===== config.mk =====
export PLATFORM = sky130hd
export DESIGN_NAME = hoene_led_pwm_multi
export DESIGN_NICKNAME = d
export VERILOG_FILES = /design/src/rtl/hoene_led_pwm_multi.sv
export SDC_FILE = /design/constraint.sdc
export NUM_CORES = 1
export LEC_CHECK = 0
export BUFFER_PORTS_ARGS = -buffer_cell sky130_fd_sc_hd__buf_2
export CELL_PAD_IN_SITES_DETAIL_PLACEMENT = 0
export CELL_PAD_IN_SITES_GLOBAL_PLACEMENT = 1
export CORE_MARGIN = 2
export CORE_UTILIZATION = 31
export DETAILED_ROUTE_END_ITERATION = 10
export PLACE_DENSITY = 0.69
export SYNTH_ARGS = -nofsm -noshare
export SYNTH_HDL_FRONTEND = slang
export SYNTH_SLANG_ARGS = --single-unit
export TNS_END_PERCENT = 50

===== constraint.sdc =====
create_clock -name clk -period 4.35 [get_ports clk]
set_clock_uncertainty 0.2 [all_clocks]
set_input_delay 0.6525 -clock clk [delete_from_list [all_inputs] [get_ports clk]]
set_output_delay 0.6525 -clock clk [all_outputs]
set_load 0.01 [all_outputs]

===== src/rtl/hoene_led_pwm_multi.sv =====
// ============================================================================
// Module   : hoene_led_pwm_multi
// Brief    : CHANNELS x WIDTH-bit PWM with a shared period counter, optional
//            prescaler and double-buffered duty banks swapped at period wrap.
//            Optional macro PWM_STAGGER_EN spreads channel phases over the period.
// Revision : 1.0 - initial release
// ============================================================================
`default_nettype none

module hoene_led_pwm_multi #(
    parameter int CHANNELS = 3,
    parameter int WIDTH    = 10,
    parameter int PRESCALE = 1
) (
    input  logic                         clk,
    input  logic                         rst,
    input  logic                         enable,
    input  logic [CHANNELS*WIDTH-1:0]    duty_in,
    input  logic                         load,
    output logic [CHANNELS-1:0]          out,
    output logic                         period_start,
    output logic                         pending
);

    localparam int                 c_PRE_W   = (PRESCALE > 1) ? $clog2(PRESCALE) : 1;
    localparam logic [c_PRE_W-1:0] c_PRE_MAX = c_PRE_W'(PRESCALE - 1);
`ifdef PWM_STAGGER_EN
    localparam int                 c_OFS     = (1 << WIDTH) / CHANNELS;
`else
    localparam int                 c_OFS     = 0;
`endif

    logic [c_PRE_W-1:0]          r_pre_cnt;
    logic [WIDTH-1:0]            r_cnt;
    logic [CHANNELS*WIDTH-1:0]   r_shadow;
    logic [CHANNELS*WIDTH-1:0]   r_active;
    logic [CHANNELS-1:0]         r_out;
    logic                        r_period_start;
    logic                        r_pending;

    logic                        w_tick;
    logic                        w_wrap;
    logic [CHANNELS-1:0]         w_hi;

    assign w_tick = (r_pre_cnt == c_PRE_MAX);
    assign w_wrap = w_tick && (&r_cnt);

    // Each channel compares against the shared counter shifted by its phase offset.
    generate
        for (genvar gi = 0; gi < CHANNELS; gi++) begin : g_chan
            localparam logic [WIDTH-1:0] c_CH_OFS = WIDTH'((gi * c_OFS) % (1 << WIDTH));
            logic [WIDTH-1:0] w_cmp;
            assign w_cmp    = r_cnt + c_CH_OFS;
            assign w_hi[gi] = (r_active[gi*WIDTH +: WIDTH] > w_cmp);
        end
    endgenerate

    always_ff @(posedge clk) begin
        if (rst) begin
            r_pre_cnt      <= '0;
            r_cnt          <= '0;
            r_shadow       <= '0;
            r_active       <= '0;
            r_out          <= '0;
            r_period_start <= 1'b0;
            r_pending      <= 1'b0;
        end else if (!enable) begin
            r_pre_cnt      <= '0;
            r_cnt          <= '0;
            r_out          <= '0;
            r_period_start <= 1'b0;
            r_pending      <= 1'b0;
            // Nothing is being displayed, so a load can go live immediately.
            if (load) begin
                r_shadow <= duty_in;
                r_active <= duty_in;
            end
        end else begin
            r_pre_cnt      <= w_tick ? '0 : r_pre_cnt + c_PRE_W'(1);
            if (w_tick) begin
                r_cnt <= r_cnt + WIDTH'(1);
            end
            r_out          <= w_hi;
            r_period_start <= w_wrap;
            if (load && w_wrap) begin
                r_active  <= duty_in;
                r_shadow  <= duty_in;
                r_pending <= 1'b0;
            end else if (load) begin
                r_shadow  <= duty_in;
                r_pending <= 1'b1;
            end else if (w_wrap && r_pending) begin
                r_active  <= r_shadow;
                r_pending <= 1'b0;
            end
        end
    end

    assign out          = r_out;
    assign period_start = r_period_start;
    assign pending      = r_pending;

endmodule

`default_nettype wire


==> impl_metrics.tcl, run 1 <==
set metrics [dict create \
    status "completed" \
    die_area_um2 13700 \
    syn_inst 442 \
    grt_pass1_wl_mm 15.1 \
    die_w_um 117 \
    hold_viol_final 0 \
    p_leak_nw 2.02 \
    timing.rr.end "r_active[21]" \
    post_cts_resized 0 \
    root_buffer "clkbuf_16" \
    period_share 0.624 \
    crit_type "flop to flop" \
    ys_seq_area_frac 0.383 \
    layout_common_cells "dfxtp_1 (76), inv_1 (70), nor2_1 (43)" \
    grt_usage 0.144 \
    ys_top_cells_by_area "dfxtp_1 (38%), ha_1 (9.8%), mux2i_1 (7.8%)" \
    numCtsBuffers 9 \
    place_hpwl_mm 6.25 \
    final_common_cell "dfxtp_1" \
    max-cap-violations 0 \
    syn_area_um2 3970 \
    area_growth_pct 16.5 \
    tns_ns 0 \
    syn_avg_cell_area_um2 8.98 \
    grt_max_degree 61 \
    clk_latency_ns 0.34 \
    tightestPinTransition_ns 0.770 \
    postCtsHoldBufs 0 \
    crit_arrival_ns 2.73 \
    r2r-start "r_cnt[0]" \
    portBuffers 38 \
    ant_nets 0 \
    drive_gt1_frac 0.197 \
    crit_path_end "r_active[21]" \
    slew_violations 0 \
    drt_iter0_markers 121 \
    startpoint "r_cnt[0]" \
    yosys_warnings 0 \
    die_y_um 117 \
    start_kind "flop" \
    synth_compound_area_frac 0.218 \
    synth_top_area_frac 0.383 \
    io_pins 39 \
    post_cts_buffers 0 \
    min_period_ns 2.71 \
    critPathCaptureType "flop" \
    synth_nets 507 \
    cts_max_path_buffers 2 \
    globalRouteOverflowTotal 0 \
    gp_congestion 0.782 \
    routed_wl_mm 8.99 \
    worst-r2r-cell-count 6 \
    fp.coreArea_um2 12600 \
    synthMuxAreaShare 0.0781 \
    hold_class "flop to flop" \
    vias 3110 \
    synth_xor_area_frac 0.0176 \
    setup_slack_ns 1.64 \
    drcViolationCount 0 \
    worstPathMaxFanout 16 \
    r2r_setup_slack_ns 1.64 \
    fmax_mhz 369 \
    synthFlopType "dfxtp_1" \
    wl_per_cell_um 13.9 \
    clk_pin_slew_worst_paths_ns 0.06 \
    n_fill_cell 1328 \
    grt_pass1_vias 3061 \
    synth_top_area_cell "dfxtp_1" \
    dp_slack_ns 1.41 \
    ys_ff_latch 76 \
    grt_setup_unrepaired "no" \
    routed_via_density 4.80 \
    synth_top_family_by_area "compound AO/OA/AOI/OAI gates" \
    antenna_found_initial 0 \
    power.density_nw_per_um2 396 \
    synthAdderAreaFrac 0.0977 \
    ys_types 45 \
    start_util 0.316 \
    num_antenna_cells 0 \
    synthArstFlopShare 0 \
    setup_viol 0 \
    slew_headroom 0.485 \
    synth-edff-count 0 \
    fp-row-count 41 \
    cts_tree "done" \
    first_pass_iters 4 \
    clock-sinks 76 \
    htree_levels 3 \
    synth-simple-area-share 0.104 \
    ir_drop_uv 205 \
    critical_path_required_ns 4.37 \
    fin_nets 537 \
]
-- worst max-delay path: stages, from the launching register on --
cell and delay, ns:
dfxtp_1 0.49, ha_1 0.26, and3_2 0.27, nand4_1 0.62, buf_4 0.47, o221ai_1 0.24, a21oi_2 0.04
-- worst min path at each step --
stage,from,end,slack (ns),cells past startpoint
finish,r_active[13],r_active[13],0.26,2
global route,r_active[13],r_active[13],0.27,2
CTS,r_active[13],r_active[13],0.26,2
floorplan,r_active[11],r_active[11],0.24,2
detailed placement,r_active[13],r_active[13],0.25,2
global placement,r_active[13],r_active[13],0.25,2
-- through the flow --
| stage | power [mW] | hold slack, ns | instances | util | cell area [µm²] |
|---|---|---|---|---|---|
| 2_1_floorplan | 0.930 | 0.237 | 442 | - | 3970 |
| 3_3_place_gp | 0.985 | 0.249 | 633 | 0.341 | 4290 |
| 3_5_place_dp | 0.991 | 0.251 | 633 | 0.341 | 4290 |
| 4_1_cts | 1.86 | 0.259 | 648 | 0.368 | 4630 |
| 5_1_grt | 1.92 | 0.269 | 648 | 0.368 | 4630 |
| 6_report | 1.83 | 0.256 | 648 | 0.368 | 4630 |
-- report_power, final --
group          switching (mW)  internal, mW
Combinational           0.117        0.0957
Clock                   0.287         0.570
Sequential             0.0243         0.738
Total                   0.429          1.40
-- layer usage --
metal,routed length (µm),global-route usage,up-vias
met5,0,0,-
met4,125,0.0541,0
met3,327,0.0376,10
met2,4260,0.244,47
met1,4280,0.175,1460
li1,-,-,1593
-- layout make-up --
cell class | instances | area, µm² | share of cell area
multi-input combinational | 271 | 2050 | 0.444
sequential | 76 | 1520 | 0.329
inverter | 70 | 263 | 0.0568
clock buffer | 10 | 239 | 0.0516
timing repair buffer | 44 | 235 | 0.0508
tap | 172 | 215 | 0.0465
clock inverter | 5 | 100 | 0.0216
-- cells in the mapped netlist (all sizes together) (2+ instances only) --
| library cell | n |
|---|---|
| xnor2 | 7 |
| nand4 | 2 |
| nor2 | 43 |
| a21oi | 69 |
| o221ai | 30 |
| nand2 | 4 |
| and4 | 3 |
| clkbuf | 9 |
| buf | 16 |
| ha | 31 |
| dfxtp | 76 |
| and3 | 6 |
| mux2i | 31 |
| and2b | 2 |
| nor2b | 4 |
| a21o | 3 |
| a211oi | 2 |
| a31oi | 2 |
| o21ai | 5 |
| nand3 | 10 |
| inv | 70 |
-- kinds of logic after synthesis --
family / after synthesis
AOI/OAI and AO/OA: 120
buffers and inverters: 95
and+or+nand+nor: 80
DFF: 76
adders and majority gates: 31
muxes: 31
xor gates and xnor gates: 8
other: 1
Note: power is estimated with default switching activity, not from simulation.
==> run 2: changes to the inputs <==
==> constraint.sdc (replaced) <==
create_clock -name clk -period 2.6 [get_ports clk]
set_clock_uncertainty 0.2 [all_clocks]
set_input_delay 0.39 -clock clk [delete_from_list [all_inputs] [get_ports clk]]
set_output_delay 0.39 -clock clk [all_outputs]
set_load 0.01 [all_outputs]
==> impl_metrics.tcl, run 2 (synthesis gave the netlist of run 1 again) <==
set metrics [dict create \
    globalRouteOverflowTotal 0 \
    cts_tree "done" \
    clock-sinks 76 \
    placed_cell_area_um2 4310 \
    numCtsBuffers 9 \
    drcViolationCount 0 \
    grt_pass1_vias 3137 \
    start_util 0.316 \
    die_w_um 117 \
    postCtsHoldBufs 0 \
    drive_gt1_frac 0.202 \
    cts_max_path_buffers 2 \
    slew_headroom 0.601 \
    critPathCaptureType "flop" \
    ant_nets 0 \
    portBuffers 38 \
    fin_nets 540 \
    final_common_cell "dfxtp_1" \
    antenna_found_initial 0 \
    tns_ns 0 \
    clk_pin_slew_worst_paths_ns 0.06 \
    wl_per_cell_um 13.4 \
    multi_input_area_um2 2050 \
    area_growth_pct 16.2 \
    hold_class "primary input to flop" \
    power.total_mw 2.90 \
    crit_type "flop to flop" \
    crit_arrival_ns 2.18 \
    stdcell_area_um2 4610 \
    first_pass_iters 4 \
    vias 3062 \
    grt_pass1_wl_mm 15.2 \
    max-cap-violations 0 \
    slew_violations 0 \
    p_leak_nw 2.01 \
    post_cts_buffers 0 \
    num_antenna_cells 0 \
    power.density_nw_per_um2 628 \
    tightestPinTransition_ns 0.599 \
    fp.coreArea_um2 12600 \
    die_y_um 117 \
    root_buffer "clkbuf_16" \
    clk_latency_ns 0.33 \
    setup_slack_ns 0.486 \
    layout_common_cells "dfxtp_1 (76), inv_1 (70), nor2_1 (43)" \
    fmax_mhz 473 \
    setup_viol 0 \
    post_cts_resized 0 \
    worstPathMaxFanout 30 \
    hold_viol_final 0 \
    io_pins 39 \
    dp_slack_ns 0.531 \
    routed_wl_mm 8.76 \
    gp_congestion 0.793 \
    place_hpwl_mm 6.26 \
    die_area_um2 13700 \
    status "completed" \
    seq_area_um2 1520 \
    start_kind "flop" \
    ir_drop_uv 239 \
    grt_usage 0.143 \
    n_fill_cell 1278 \
    critical_path_required_ns 2.66 \
    min_period_ns 2.11 \
    fp-row-count 41 \
    routed_via_density 4.70 \
    hold_depth 3 \
    period_share 0.813 \
    grt_max_degree 61 \
    worst-r2r-cell-count 6 \
    drt_iter0_markers 97 \
    htree_levels 3 \
    grt_setup_unrepaired "no" \
]
==> run 2: routing by layer <==
metal / wire (µm) / track usage
met5: 0 / 0
met4: 114 / 0.0463
met3: 226 / 0.0335
met2: 4150 / 0.239
met1: 4270 / 0.183
==> run 2: power breakdown <==
group / total [mW] / switching (mW) / internal [mW]
Combinational: 0.358 / 0.196 / 0.162
Sequential: 1.27 / 0.0399 / 1.23
Clock: 1.27 / 0.473 / 0.792
Total: 2.90 / 0.708 / 2.19
==> run 2: path summary, 6_finish.rpt <==
kind,to,slack (ns),startpoint
max,r_active[16],0.49,r_cnt[0]
min,flop,0.12,duty_in[5]
max reg2reg,r_active[16],0.49,r_cnt[0]
min reg2reg,r_active[4],0.26,r_active[4]
==> run 2: metrics by stage <==
| step | cells | utilization | hold WS (ns) |
|---|---|---|---|
| final | 652 | 0.367 | 0.122 |
| after global routing | 652 | 0.367 | 0.125 |
| after CTS | 652 | 0.367 | 0.115 |
| after detailed placement | 636 | 0.343 | 0.248 |
| after global placement | 636 | 0.343 | 0.251 |
| after floorplan | 442 | - | 0.237 |
==> run 2: final cells by class <==
class                           instances  share of cell area
Inverter                               70              0.0569
Sequential cell                        76               0.330
Clock inverter                          4              0.0103
Clock buffer                           12              0.0556
Multi-Input combinational cell        271               0.445
Timing Repair Buffer                   47              0.0559
Tap cell                              172              0.0466
==> run 2: critical path: stages, from the launching register on <==
cell and delay [ns]:
dfxtp_1 0.51, ha_1 0.27, and3_2 0.26, nand3_4 0.09, a21o_1 0.19, buf_4 0.28, a21oi_2 0.21
==> run 3: changes to the inputs <==
==> constraint.sdc (replaced) <==
create_clock -name clk -period 2.09 [get_ports clk]
set_clock_uncertainty 0.2 [all_clocks]
set_input_delay 0.3135 -clock clk [delete_from_list [all_inputs] [get_ports clk]]
set_output_delay 0.3135 -clock clk [all_outputs]
set_load 0.01 [all_outputs]
==> impl_metrics.tcl, run 3 (synthesis gave the netlist of run 1 again) <==
set metrics [dict create \
    status "completed" \
    post_cts_resized 0 \
    num_antenna_cells 0 \
    seq_area_um2 1520 \
    clk_latency_ns 0.34 \
    worstPathMaxFanout 13 \
    slew_violations 0 \
    r2r_setup_slack_ns 0.15 \
    drive_gt1_frac 0.207 \
    ant_nets 0 \
    grt_pass1_vias 2908 \
    fp-row-count 41 \
    root_buffer "clkbuf_16" \
    layout.cells.non_filler 656 \
    placedCellCount 640 \
    portBuffers 38 \
    numCtsBuffers 9 \
    dp_slack_ns 0.193 \
    hold_class "primary input to flop" \
    routed_via_density 4.77 \
    multi_input_area_um2 2050 \
    crit_arrival_ns 1.96 \
    routed_wl_mm 9.26 \
    start_kind "flop" \
    ir_drop_uv 471 \
    gp_congestion 0.835 \
    io_pins 39 \
    p_leak_nw 2.05 \
    grt_pass1_wl_mm 15.0 \
    clock-sinks 76 \
    htree_levels 3 \
    grt_setup_unrepaired "no" \
    met1_length_mm 4.55 \
    vias 3127 \
    postCtsHoldBufs 0 \
    critPathCaptureType "flop" \
    power.density_nw_per_um2 802 \
    grt_usage 0.144 \
    grt_max_degree 46 \
    area_growth_pct 17.9 \
    setup_slack_ns 0.148 \
    min_period_ns 1.94 \
    die_y_um 117 \
    dr.max_layer_used "met4" \
    met2_wirelength_mm 4.12 \
    place_hpwl_mm 6.49 \
    n_fill_cell 1268 \
    die_area_um2 13700 \
    start_util 0.316 \
    fp.coreArea_um2 12600 \
    critical_path_required_ns 2.11 \
    globalRouteOverflowTotal 0 \
    clk_pin_slew_worst_paths_ns 0.06 \
    drt_iter0_markers 157 \
    antenna_found_initial 0 \
    fin_nets 544 \
    max-cap-violations 0 \
    cts_tree "done" \
    period_share 0.929 \
    drcViolationCount 0 \
    die_w_um 117 \
    fmax_mhz 515 \
    whs_ns 0.0360 \
    tns_ns 0 \
    post_cts_buffers 0 \
    first_pass_iters 5 \
    setup_viol 0 \
    final_common_cell "dfxtp_1" \
    wl_per_cell_um 14.1 \
    dr_wl_met3_um 384 \
    cts_max_path_buffers 2 \
    layout_common_cells "dfxtp_1 (76), inv_1 (70), nor2_1 (43)" \
    crit_type "flop to flop" \
    hold_viol_final 0 \
]
==> run 3: worst max-delay path, cell delays in order (launching register included) <==
cell and delay (ns):
dfxtp_1 0.41, ha_1 0.25, and3_2 0.28, nand4_1 0.14, buf_4 0.24, o221ai_1 0.27, a21oi_2 0.04
==> run 3: path summary, 6_finish.rpt <==
path	end	cells past startpoint	startpoint
max	r_active[9]	6	r_cnt[1]
min	flop	3	duty_in[26]
min reg2reg	r_active[9]	2	r_active[9]
max reg2reg	r_active[9]	6	r_cnt[1]
==> run 3: layer usage <==
| metal | GRT usage | vias to the layer above |
|---|---|---|
| li1 | - | 1608 |
| met1 | 0.193 | 1441 |
| met2 | 0.223 | 64 |
| met3 | 0.0360 | 14 |
| met4 | 0.0588 | 0 |
| met5 | 0 | - |
==> run 3: area by class of cell <==
type,instances,share of cell area
Multi-Input combinational cell,271,0.439
Sequential cell,76,0.325
Timing Repair Buffer,51,0.0641
Inverter,70,0.0561
Clock buffer,13,0.0556
Tap cell,172,0.0460
Clock inverter,3,0.0147
==> run 3: report_power, final <==
| part | switching [mW] | internal [mW] | leakage, nW | total, mW |
|---|---|---|---|---|
| registers | 0.0480 | 1.54 | 0.626 | 1.58 |
| clock network | 0.600 | 1.11 | 0.160 | 1.71 |
| logic | 0.250 | 0.208 | 1.26 | 0.458 |
==> run 3: through the flow <==
stage	utilization	power, mW	cell area, µm²
2_1_floorplan	-	1.94	3970
3_3_place_gp	0.346	2.06	4350
3_5_place_dp	0.346	2.08	4350
4_1_cts	0.373	3.81	4680
5_1_grt	0.373	3.94	4680
6_report	0.373	3.75	4680
